### src/rtl/serial_magnitude_comparator_if.sv
// serial_magnitude_comparator_if
// Request/result signals of the serial magnitude comparator. The master
// (requester) drives operands and start; the slave (comparator) returns
// busy/done and the less/equal flag pair.
`timescale 1ns/1ps

interface serial_magnitude_comparator_if #(
  parameter int WIDTH = 32
);
  logic             start_i;
  logic             signed_i;
  logic [WIDTH-1:0] src_a_i;
  logic [WIDTH-1:0] src_b_i;
  logic             busy_o;
  logic             done_o;
  logic             less_o;
  logic             equal_o;

  modport master (
    output start_i, signed_i, src_a_i, src_b_i,
    input  busy_o, done_o, less_o, equal_o
  );

  modport slave (
    input  start_i, signed_i, src_a_i, src_b_i,
    output busy_o, done_o, less_o, equal_o
  );
endinterface

### src/rtl/serial_magnitude_comparator.sv
// serial_magnitude_comparator
// Multi-cycle A/B magnitude comparator feeding the ALU's compare-select
// logic. Operands are latched on start and scanned MSB-first,
// BITS_PER_CYCLE bits per clock; the first differing group decides the
// result. Signed compares flip the sign bit at latch time so the scan is
// always unsigned.
// Optional build macro: SERIAL_CMP_EARLY_EXIT_EN -- when defined, the scan
// ends at the first differing group instead of always running all groups.
`timescale 1ns/1ps

module serial_magnitude_comparator #(
  parameter int WIDTH          = 32,
  parameter int BITS_PER_CYCLE = 1
) (
  input logic                        clk_i,
  input logic                        rst_n,
  serial_magnitude_comparator_if.slave bus
);

  localparam int N     = WIDTH / BITS_PER_CYCLE;
  localparam int IDX_W = (N > 1) ? $clog2(N) : 1;
  localparam logic [WIDTH-1:0] MSB_MASK = {1'b1, {(WIDTH-1){1'b0}}};

  // Reject illegal group sizes at elaboration time.
  if (!(BITS_PER_CYCLE == 1 || BITS_PER_CYCLE == 2 ||
        BITS_PER_CYCLE == 4 || BITS_PER_CYCLE == 8) ||
      (WIDTH % BITS_PER_CYCLE) != 0) begin : g_bad_param
    $error("serial_magnitude_comparator: BITS_PER_CYCLE must be 1/2/4/8 and divide WIDTH");
  end

  typedef enum logic [1:0] {
    ST_IDLE = 2'd0,
    ST_SCAN = 2'd1,
    ST_DONE = 2'd2
  } state_e;

  state_e                  state_q, state_d;
  logic [WIDTH-1:0]        a_q, a_d;
  logic [WIDTH-1:0]        b_q, b_d;
  logic [IDX_W-1:0]        idx_q, idx_d;
  logic                    decided_q, decided_d;
  logic                    dec_less_q, dec_less_d;
  logic                    less_q, less_d;
  logic                    equal_q, equal_d;

  logic [BITS_PER_CYCLE-1:0] grp_a;
  logic [BITS_PER_CYCLE-1:0] grp_b;
  logic                      grp_diff;
  logic                      grp_less;
  logic                      last_grp;
  logic                      res_decided;
  logic                      res_less;
  logic                      scan_end;

  // Current group is always the top slice, since operands shift left each scan edge.
  assign grp_a    = a_q[WIDTH-1 -: BITS_PER_CYCLE];
  assign grp_b    = b_q[WIDTH-1 -: BITS_PER_CYCLE];
  assign grp_diff = (grp_a != grp_b);
  assign grp_less = (grp_a < grp_b);
  assign last_grp = (idx_q == IDX_W'(N - 1));

  // Result as it stands after this edge: an earlier sticky decision wins.
  assign res_decided = decided_q | grp_diff;
  assign res_less    = decided_q ? dec_less_q : grp_less;

`ifdef SERIAL_CMP_EARLY_EXIT_EN
  assign scan_end = last_grp | grp_diff;
`else
  assign scan_end = last_grp;
`endif

  // Next-state, operand and flag computation.
  always_comb begin
    // NOTE: every _d gets its hold value first so no path through the case leaves it unassigned, which would infer a latch.
    state_d    = state_q;
    a_d        = a_q;
    b_d        = b_q;
    idx_d      = idx_q;
    decided_d  = decided_q;
    dec_less_d = dec_less_q;
    less_d     = less_q;
    equal_d    = equal_q;

    unique case (state_q)
      ST_IDLE, ST_DONE: begin
        if (bus.start_i) begin
          a_d        = bus.src_a_i ^ (bus.signed_i ? MSB_MASK : '0);
          b_d        = bus.src_b_i ^ (bus.signed_i ? MSB_MASK : '0);
          idx_d      = '0;
          decided_d  = 1'b0;
          dec_less_d = 1'b0;
          less_d     = 1'b0;
          equal_d    = 1'b0;
          state_d    = ST_SCAN;
        end else begin
          state_d = ST_IDLE;
        end
      end

      ST_SCAN: begin
        a_d   = a_q << BITS_PER_CYCLE;
        b_d   = b_q << BITS_PER_CYCLE;
        idx_d = idx_q + IDX_W'(1);
        if (!decided_q && grp_diff) begin
          decided_d  = 1'b1;
          dec_less_d = grp_less;
        end
        if (scan_end) begin
          less_d  = res_decided & res_less;
          equal_d = ~res_decided;
          state_d = ST_DONE;
        end
      end

      default: state_d = ST_IDLE;
    endcase
  end

  // State, operand and flag registers.
  always_ff @(posedge clk_i or negedge rst_n) begin
    // NOTE: operand registers are reset too, so a reset mid-scan leaves no stale operand visible.
    if (!rst_n) begin
      state_q    <= ST_IDLE;
      a_q        <= '0;
      b_q        <= '0;
      idx_q      <= '0;
      decided_q  <= 1'b0;
      dec_less_q <= 1'b0;
      less_q     <= 1'b0;
      equal_q    <= 1'b0;
    end else begin
      // NOTE: non-blocking assignments so every register samples the pre-edge values.
      state_q    <= state_d;
      a_q        <= a_d;
      b_q        <= b_d;
      idx_q      <= idx_d;
      decided_q  <= decided_d;
      dec_less_q <= dec_less_d;
      less_q     <= less_d;
      equal_q    <= equal_d;
    end
  end

  assign bus.busy_o  = (state_q == ST_SCAN);
  assign bus.done_o  = (state_q == ST_DONE);
  assign bus.less_o  = less_q;
  assign bus.equal_o = equal_q;

endmodule
### src/flat_wrapper.sv
// flat-port wrapper written by rule: the top's interface ports become plain ports
module serial_magnitude_comparator_flat 
#(
  parameter int WIDTH          = 32,
  parameter int BITS_PER_CYCLE = 1
)
  (clk_i, rst_n, bus_start_i, bus_signed_i, bus_src_a_i, bus_src_b_i, bus_busy_o, bus_done_o, bus_less_o, bus_equal_o);
  serial_magnitude_comparator_if #(.WIDTH(WIDTH)) bus_i ();
  input logic clk_i;
  input logic rst_n;
  input wire logic [$bits(bus_i.start_i)-1:0] bus_start_i;
  input wire logic [$bits(bus_i.signed_i)-1:0] bus_signed_i;
  input wire logic [$bits(bus_i.src_a_i)-1:0] bus_src_a_i;
  input wire logic [$bits(bus_i.src_b_i)-1:0] bus_src_b_i;
  output wire logic [$bits(bus_i.busy_o)-1:0] bus_busy_o;
  output wire logic [$bits(bus_i.done_o)-1:0] bus_done_o;
  output wire logic [$bits(bus_i.less_o)-1:0] bus_less_o;
  output wire logic [$bits(bus_i.equal_o)-1:0] bus_equal_o;
  assign bus_i.start_i = bus_start_i;
  assign bus_i.signed_i = bus_signed_i;
  assign bus_i.src_a_i = bus_src_a_i;
  assign bus_i.src_b_i = bus_src_b_i;
  assign bus_busy_o = bus_i.busy_o;
  assign bus_done_o = bus_i.done_o;
  assign bus_less_o = bus_i.less_o;
  assign bus_equal_o = bus_i.equal_o;
  serial_magnitude_comparator #(.WIDTH(WIDTH), .BITS_PER_CYCLE(BITS_PER_CYCLE)) u_core (.clk_i(clk_i), .rst_n(rst_n), .bus(bus_i));
endmodule
### config.mk
export PLATFORM = sky130hd
export DESIGN_NAME = serial_magnitude_comparator_flat
export DESIGN_NICKNAME = d
export VERILOG_FILES = /design/src/rtl/serial_magnitude_comparator_if.sv /design/src/rtl/serial_magnitude_comparator.sv /design/src/flat_wrapper.sv
export SDC_FILE = /design/constraint.sdc
export NUM_CORES = 1
export LEC_CHECK = 0
export CORE_AREA = 2 2 81 83
export CTS_BUF_LIST = sky130_fd_sc_hd__clkbuf_8 sky130_fd_sc_hd__clkbuf_16
export DETAILED_ROUTE_END_ITERATION = 6
export DIE_AREA = 0 0 83 85
export DONT_BUFFER_PORTS = 1
export MAX_ROUTING_LAYER = met4
export PLACE_DENSITY = 0.81
export SYNTH_ARGS = -nofsm -noshare
export SYNTH_HDL_FRONTEND = slang
export SYNTH_SLANG_ARGS = --single-unit
### constraint.sdc
create_clock -name clk_i -period 1.3 [get_ports clk_i]
set_input_delay 0 -clock clk_i [delete_from_list [all_inputs] [get_ports clk_i]]
set_output_delay 0 -clock clk_i [all_outputs]
set_load 0.01 [all_outputs]
==> results_dict.tcl, run 1 <==
set metrics [dict create \
    start_util_pct 53.2 \
    cp.arrival_ns 1.58 \
    cts_num_sinks 75 \
    numCtsBuffers 9 \
    cp.required_ns 1.54 \
    cts_hold_buf 66 \
    yosys_warnings 0 \
    rows 29 \
    crit_fanout 4 \
    critPathLaunchType "flop" \
    synthSimpleGateAreaFrac_pct 19.3 \
    layout-drive-gt1-share_pct 13.8 \
    maxCapViolations 0 \
    internal_power_mw 6.33 \
    coreArea_um2 6200 \
    worstSkewPairLatency_ns 0.36 \
    final_nets 471 \
    dp.final_hpwl_um 4690 \
    synth_nets 399 \
    outcome "finished, violations left" \
    synth_mux_area_share_pct 0.606 \
    setup_viol 2 \
    end_kind "flop" \
    ir_drop_v 0.00161 \
    ant_nets 0 \
    synth_compound_area_share_pct 16.8 \
    clk_transition_reported_paths_ns 0.08 \
    antenna_found_initial 0 \
    clockBufferDepth 2 \
    power_density_nw_per_um2 2190 \
    vias 2917 \
    period_needed_ns 1.34 \
    grt_pass1_vias 2888 \
    drc 0 \
    pre_cts_ws_ns -0.102 \
    slowest_delay_ns 0.39 \
    wl_met3_um 397 \
    r2r_slack_ns -0.04 \
    p_leak_nw 2.11 \
    drtIter0Drc 254 \
    setup_tns_ns -0.0603 \
    seq_power_share_pct 40.1 \
    area_delta_synth_final_pct 35.9 \
    drt-pass1-iter-count 5 \
    violations "negative hold slack, negative setup slack" \
    ys_ff_latch 75 \
    layout_commonest_cell "dfrtp_1" \
    port_buffers 0 \
    wirelength_um 8730 \
    clock_skew_ns 0.00926 \
    grt_overflow_total 0 \
    max_freq_ghz 0.747 \
    finalCritPeriodShare_pct 103 \
    die_h_um 85 \
    post-route-util_pct 72.4 \
    synth.distinct_cells 27 \
    top_layer "met4" \
    worst_slew_pin_slew_ns 0.309 \
    slew_viol_final 0 \
    slowest_stage "dfrtp_1" \
    vias_per_cell 6.05 \
    wl_met1_um 3480 \
    grtUsageTotal_pct 25.6 \
    rsz0062_at_grt "yes" \
    holdWs_ns -0.669 \
    routabilityCongestion 0.792 \
    ys_seq_area_share_pct 56.8 \
    dr_wl_met2_um 4700 \
    hold_violations 75 \
    cts_max_level 3 \
    crit_chain "ha_2, and3_4, ha_4, nand3b_1, buf_4, o21ai_2" \
    post_drt_wl_per_cell_um 18.1 \
    path_class "flop to flop" \
    comb_power_share_pct 39.2 \
    rr_worst_depth 6 \
    finalWorstSetupSlack_ns -0.0391 \
    hp-class "input pin to asynchronous set/reset pin" \
    grt_start_max_net_pins 76 \
    ys.flop_type "dfrtp_1" \
    die_w_um 83 \
    synth_top_family_by_area "simple AND/OR/NAND/NOR gates" \
    synth_fa_ha_area_share_pct 1.14 \
    syn_area_um2 3300 \
    cts_tree "done" \
    swShare_pct 35.7 \
    p_switching_mw 3.52 \
    num_antenna_cells 0 \
    synth_xor_area_share_pct 0.530 \
    syn_area_per_cell_um2 10.1 \
    final_cell_mix "dfrtp_1, dlygate4sd3_1, nand3_1, nand2_1, a22oi_1" \
    cts-root-buf "clkbuf_8" \
    io_pins 72 \
    synthCells 328 \
    slew_headroom_pct 79.4 \
    async_reset_ff_share_pct 100 \
    synth_edf_count 0 \
    clockPowerShare_pct 20.7 \
    grt_pass1_wl_um 14000 \
    die_area_um2 7060 \
]
## cells in the mapped netlist (2+ instances only)
| master | instances | area (um2) |
|---|---|---|
| dfrtp_1 | 75 | 1880 |
| nand3_1 | 64 | 320 |
| nand2_1 | 62 | 233 |
| a22oi_1 | 60 | 450 |
| buf_2 | 22 | 110 |
| a22o_1 | 5 | 43.8 |
| nor2_1 | 4 | 15.0 |
| o21ai_0 | 4 | 20.0 |
| buf_4 | 3 | 22.5 |
| ha_1 | 3 | 37.5 |
| a221o_1 | 2 | 20.0 |
| buf_1 | 2 | 7.51 |
| clkbuf_1 | 2 | 7.51 |
| inv_1 | 2 | 7.51 |
| mux2i_1 | 2 | 20.0 |
| nand2b_1 | 2 | 12.5 |
| nor2b_1 | 2 | 12.5 |
| nor3b_1 | 2 | 15.0 |
| xnor2_1 | 2 | 17.5 |
## state kept, by name (all words and copies together), names as in the netlist
register            count
u_core.b_q             32
u_core.decided_q        1
u_core.bus.less_o       1
u_core.dec_less_q       1
u_core.a_q             32
u_core.state_q          2
u_core.idx_q            5
u_core.bus.equal_o      1
## per-stage QoR
| step | cell area [um2] | power, mW | cells |
|---|---|---|---|
| after floorplan | 3310 | 6.22 | 328 |
| after detailed placement | 3420 | 7.09 | 392 |
| after global routing | 4490 | 10.5 | 482 |
| after global placement | 3420 | 6.88 | 392 |
| final | 4490 | 9.85 | 482 |
| after CTS | 4370 | 9.43 | 477 |
## power by group through the flow
stage	clock network [mW]	registers [mW]	logic, mW
floorplan	0	3.76	2.46
global placement	0	3.87	3.01
detailed placement	0	3.91	3.18
CTS	2.06	3.89	3.48
global route	2.15	4.04	4.29
finish	2.04	3.95	3.86
## metal layers
layer	track usage, %	vias up
li1	-	1334
met1	30.4	1455
met2	43.6	112
met3	5.64	16
met4	8.64	0
met5	-	-
## worst paths after layout
kind,end,from
setup / recovery,u_core.bus.less_o,u_core.idx_q[0]
min in group clk_i,u_core.idx_q[2],bus_start_i
setup reg to reg,u_core.bus.less_o,u_core.idx_q[0]
hold / removal,u_core.b_q[6],rst_n
max in group asynchronous,u_core.state_q[0],rst_n
hold reg to reg,u_core.a_q[26],u_core.a_q[26]
## cells by family after synthesis
kind of cell	after synthesis
AOI/OAI and AO/OA	74
xor gates and xnor gates	2
adders and majority gates	3
buffers and inverters	32
DFF	75
muxes	2
and+or+nand+nor	140
## final cells by class
| type | instances | area [um2] |
|---|---|---|
| clock inverter | 5 | 75.1 |
| clock buffer | 11 | 151 |
| tap | 77 | 96.3 |
| sequential | 75 | 1880 |
| fill | 428 | 1710 |
| timing repair buffer | 90 | 925 |
| inverter | 3 | 18.8 |
| multi-input combinational | 221 | 1350 |
## worst max-delay path, delay by kind of cell (launching register included)
kind | cells | cell delay, ns
simple gates | 2 | 0.32
buf+inv | 1 | 0.15
fa+ha+maj | 2 | 0.33
flops | 1 | 0.39
compound gates | 1 | 0.04
## timing repair
action / in CTS / in global routing
resized for setup: 11 / 13
endpoints found under the setup margin: 35 / 13
hold endpoints to repair: 144 / 75
cloned: 0 / 2
buffers inserted: 3 / 3
pin swaps: 3 / 3
(Power assumes the default switching activity.)
==> run 2: changes to the inputs <==
PLACE_DENSITY = 0.77   (was 0.81)
==> results_dict.tcl, run 2 (same netlist as run 1, synthesis figures left out) <==
set metrics [dict create \
    finalWorstSetupSlack_ns -0.0116 \
    cp.required_ns 1.54 \
    period_needed_ns 1.31 \
    power_density_nw_per_um2 2220 \
    holdWs_ns -0.659 \
    drt-pass1-iter-count 4 \
    outcome "finished, violations left" \
    antenna_found_initial 0 \
    hp-class "input pin to asynchronous set/reset pin" \
    vias 2888 \
    cts_tree "done" \
    cp.arrival_ns 1.55 \
    ir_drop_v 0.00119 \
    io_pins 72 \
    ant_nets 0 \
    clk_transition_reported_paths_ns 0.08 \
    final_nets 479 \
    clock_skew_ns 0.00532 \
    rows 29 \
    coreArea_um2 6200 \
    die_w_um 83 \
    post_drt_wl_per_cell_um 18.3 \
    worstSkewPairLatency_ns 0.34 \
    rsz0062_at_grt "yes" \
    clockBufferDepth 2 \
    port_buffers 0 \
    path_common_cell "buf_12" \
    slew_viol_final 0 \
    area_delta_synth_final_pct 42.9 \
    num_antenna_cells 0 \
    cts-root-buf "clkbuf_8" \
    drtIter0Drc 254 \
    violations "negative hold slack, negative setup slack" \
    die_h_um 85 \
    hold_violations 75 \
    slowest_stage "dfrtp_2" \
    vias_per_cell 5.89 \
    crit_chain "nand2b_4, inv_8, buf_12, buf_12, a22oi_2, nand2_1" \
    max_freq_ghz 0.762 \
    end_kind "flop" \
    cts_max_level 3 \
    setup_tns_ns -0.0277 \
    maxCapViolations 0 \
    layout_commonest_cell "dfrtp_1" \
    layout-drive-gt1-share_pct 19.4 \
    numCtsBuffers 9 \
    final_cell_mix "dfrtp_1, dlygate4sd3_1, nand3_1, nand2_1, a22oi_1" \
    grt_overflow_total 0 \
    setup_viol 4 \
    dp.final_hpwl_um 4680 \
    wirelength_um 8980 \
    worst_slew_pin_slew_ns 0.308 \
    slowest_delay_ns 0.45 \
    grt_pass1_vias 2903 \
    grtUsageTotal_pct 25.2 \
    start_util_pct 53.2 \
    die_area_um2 7060 \
    drc 0 \
    slew_headroom_pct 79.4 \
    critPathLaunchType "flop" \
    path_class "flop to flop" \
    routabilityCongestion 0.725 \
    finalCritPeriodShare_pct 101 \
    cts_num_sinks 75 \
    grt_pass1_wl_um 13800 \
    grt_start_max_net_pins 76 \
    top_regs "u_core.a_q: 32 flops, u_core.b_q: 32 flops, u_core.idx_q: 5 flops" \
    crit_fanout 14 \
    p_leak_nw 2.17 \
]
==> run 2: changes by cell type in the layout (fill, tap and decap cells not counted), sizes merged <==
cell	before	now
buf	22	28
clkinvlp	0	3
bufbuf	0	1
clkbuf	13	12
clkinv	3	2
==> run 2: layer usage <==
| metal | routed length (um) | share of wire [%] | global-route usage (%) | vias to the layer above |
|---|---|---|---|---|
| li1 | - | - | - | 1350 |
| met1 | 3740 | 42 | 31.7 | 1433 |
| met2 | 4720 | 53 | 41.0 | 90 |
| met3 | 387 | 4.3 | 4.38 | 15 |
| met4 | 134 | 1.5 | 10.1 | 0 |
| met5 | 0 | 0 | - | - |
==> run 2: repair_timing <==
item	in CTS	in global routing
buffers inserted	3	3
setup endpoints to repair	29	63
hold buffers	65	1
cloned	1	3
pin swaps	4	16
gates resized for setup	11	33
hold endpoints to repair	141	79
==> run 2: final timing paths <==
kind / slack [ns] / end / cells past startpoint / startpoint
min: -0.66 / u_core.a_q[25] / 0 / rst_n
min in group clk_i: 0.13 / u_core.idx_q[4] / 3 / bus_start_i
max: -0.01 / u_core.b_q[24] / 6 / u_core.state_q[0]
max reg2reg: -0.01 / u_core.b_q[24] / 6 / u_core.state_q[0]
max in group asynchronous: 1.85 / u_core.state_q[0] / 0 / rst_n
min reg2reg: 0.49 / u_core.idx_q[3] / 1 / u_core.idx_q[3]
==> run 2: layout make-up <==
class                      count  area [um2]
clock buffer                   9         124
multi-input combinational    221        1430
timing repair buffer          98        1080
inverter                       3        18.8
tap                           77        96.3
sequential                    75        1880
fill                         388        1490
clock inverter                 7        92.6
==> run 2: worst max-delay path: cells and delay by family, from the launching register on <==
family / cells / cell delay (ns)
AOI/OAI and AO/OA: 1 / 0.19
buffers and inverters: 3 / 0.36
DFF: 1 / 0.45
and+or+nand+nor: 2 / 0.20
==> run 2: through the flow <==
step	util, %	total power, mW	std cells	cell area (um2)	setup slack, ns
after floorplan	-	6.22	328	3310	0.000107
after global placement	56.6	7.11	399	3510	0.0125
after detailed placement	56.6	7.30	399	3510	-0.0660
after CTS	72.2	9.74	484	4480	-0.00186
after global routing	76.1	11.1	490	4720	-0.0733
final	76.1	10.5	490	4720	-0.0116
==> run 2: report_power, final <==
part	internal, mW	switching, mW
registers	3.33	0.663
logic	2.34	2.18
clock network	1.07	0.878
total	6.74	3.72
==> run 3: changes to the inputs <==
SKIP_LAST_GASP = 1   (was not set)
==> results_dict.tcl, run 3 (same netlist as run 1, synthesis figures left out) <==
set metrics [dict create \
    start_util_pct 53.2 \
    post-route-util_pct 75.7 \
    worst_slew_pin_slew_ns 0.306 \
    gr-usage-met2_pct 40.9 \
    swShare_pct 35.5 \
    grt_start_max_net_pins 76 \
    dp.final_hpwl_um 4680 \
    routabilityCongestion 0.725 \
    die_h_um 85 \
    layout_commonest_cell "dfrtp_1" \
    end_kind "flop" \
    clock_skew_ns 0.00622 \
    comb_power_share_pct 42.9 \
    rsz0062_at_grt "yes" \
    maxCapViolations 0 \
    drt-pass1-iter-count 5 \
    cts_tree "done" \
    cp.required_ns 1.57 \
    grtUsageMet1_pct 31.8 \
    slowest_delay_ns 0.37 \
    violations "negative hold slack, negative setup slack" \
    clockBufferDepth 2 \
    path_class "flop to flop" \
    pre_cts_ws_ns -0.0660 \
    cts_max_level 3 \
    post_drt_wl_per_cell_um 18.2 \
    antenna_found_initial 0 \
    cp.arrival_ns 1.59 \
    clockPowerShare_pct 18.8 \
    finalCritPeriodShare_pct 101 \
    slowest_stage "dfrtp_1" \
    p_switching_mw 3.68 \
    grt_use_met3_pct 4.38 \
    ant_nets 0 \
    critPathLaunchType "flop" \
    die_area_um2 7060 \
    place_area_um2 3510 \
    cts_num_sinks 75 \
    outcome "finished, violations left" \
    slew_headroom_pct 79.6 \
    hp-class "input pin to asynchronous set/reset pin" \
    vias 2918 \
    worstSkewPairLatency_ns 0.34 \
    power_density_nw_per_um2 2210 \
    setup_tns_ns -0.0152 \
    fillers 396 \
    clk_transition_reported_paths_ns 0.08 \
    slew_viol_final 0 \
    setup_viol 2 \
    path_delay_family "flip-flops" \
    finalWorstSetupSlack_ns -0.0112 \
    io_pins 72 \
    top_regs "u_core.a_q: 32 flops, u_core.b_q: 32 flops, u_core.idx_q: 5 flops" \
    cts-root-buf "clkbuf_8" \
    wirelength_um 8930 \
    crit_chain "inv_1, ha_1, nor3b_1, a21oi_1, o21ai_1" \
    r2r_slack_ns -0.01 \
    ir_drop_v 0.00127 \
    numCtsBuffers 9 \
    area_delta_synth_final_pct 42.2 \
    seq_power_share_pct 38.3 \
    worst-path-buf-inv 1 \
    holdWs_ns -0.661 \
    busiest_layer "met2" \
    num_antenna_cells 0 \
    drtIter0Drc 228 \
    grt_pass1_vias 2899 \
    max_freq_ghz 0.763 \
    coreArea_um2 6200 \
    p_leak_nw 2.17 \
    period_needed_ns 1.31 \
    crit_fanout 4 \
    final_nets 480 \
    layout-drive-gt1-share_pct 18.6 \
    internal_power_mw 6.71 \
    die_w_um 83 \
    grt_overflow_total 0 \
    vias_per_cell 5.94 \
    design_area_um2 4700 \
    grt_pass1_wl_um 13800 \
    hold_violations 75 \
    drc 0 \
    final_cell_mix "dfrtp_1, dlygate4sd3_1, nand3_1, nand2_1, a22oi_1" \
    port_buffers 0 \
    grtUsageTotal_pct 25.2 \
    rows 29 \
]
==> run 3: cell types whose count changed in the layout (fill, tap and decap cells not counted), sizes merged <==
| cell | before | now |
|---|---|---|
| buf | 28 | 30 |
| clkbuf | 12 | 11 |
==> run 3: repair_timing <==
item | 4_1_cts | 5_1_grt
setup endpoints to repair | 29 | 63
buffers inserted | 3 | 5
pin swaps | 4 | 9
hold endpoints to repair | 141 | 79
resized for setup | 10 | 29
hold buffers | 65 | 1
cloned | 1 | 2
==> run 3: area by class of cell <==
cell class              instances  area [um2]  area share [%]
inverters                       3        18.8           0.399
clock inverters                 7        92.6            1.97
flip-flops and latches         75        1880            40.0
repair buffers                 99        1080            23.1
multi-input cells             221        1410            29.9
clock buffers                   9         124            2.64
well taps                      77        96.3            2.05
==> run 3: stage by stage <==
stage	power, mW	instances
final	10.4	491
after global routing	11.1	491
after CTS	9.73	484
after detailed placement	7.30	399
after global placement	7.11	399
after floorplan	6.22	328
==> run 3: worst register-to-register path, delay by kind of cell (launching register included) <==
| kind | cells | cell delay [ns] |
|---|---|---|
| and+or+nand+nor | 1 | 0.25 |
| AOI/OAI and AO/OA | 2 | 0.25 |
| DFF | 1 | 0.37 |
| adders and majority gates | 1 | 0.32 |
| buffers and inverters | 1 | 0.06 |
==> run 3: routing by layer <==
layer / share of wire, % / vias up
li1: - / 1346
met1: 41 / 1430
met2: 52 / 126
met3: 5.2 / 16
met4: 1.6 / 0
met5: 0 / -
==> run 3: path summary, 6_finish.rpt <==
path                                      start           endpoint  cells past startpoint
min in group clk_i                  bus_start_i    u_core.idx_q[4]                      3
worst max register to register   u_core.a_q[31]  u_core.bus.less_o                      5
max in group asynchronous                 rst_n  u_core.state_q[0]                      0
worst max-delay path             u_core.a_q[31]  u_core.bus.less_o                      5
worst min register to register  u_core.idx_q[3]    u_core.idx_q[3]                      1
worst min-delay path                      rst_n     u_core.a_q[25]                      0
==> run 3: power by group through the flow <==
stage / Sequential (mW) / Combinational (mW) / Clock [mW]
6_report: 3.98 / 4.45 / 1.95
3_5_place_dp: 3.89 / 3.41 / 0
4_1_cts: 3.87 / 3.86 / 2.00
2_1_floorplan: 3.76 / 2.46 / 0
5_1_grt: 4.08 / 4.88 / 2.10
3_3_place_gp: 3.86 / 3.25 / 0
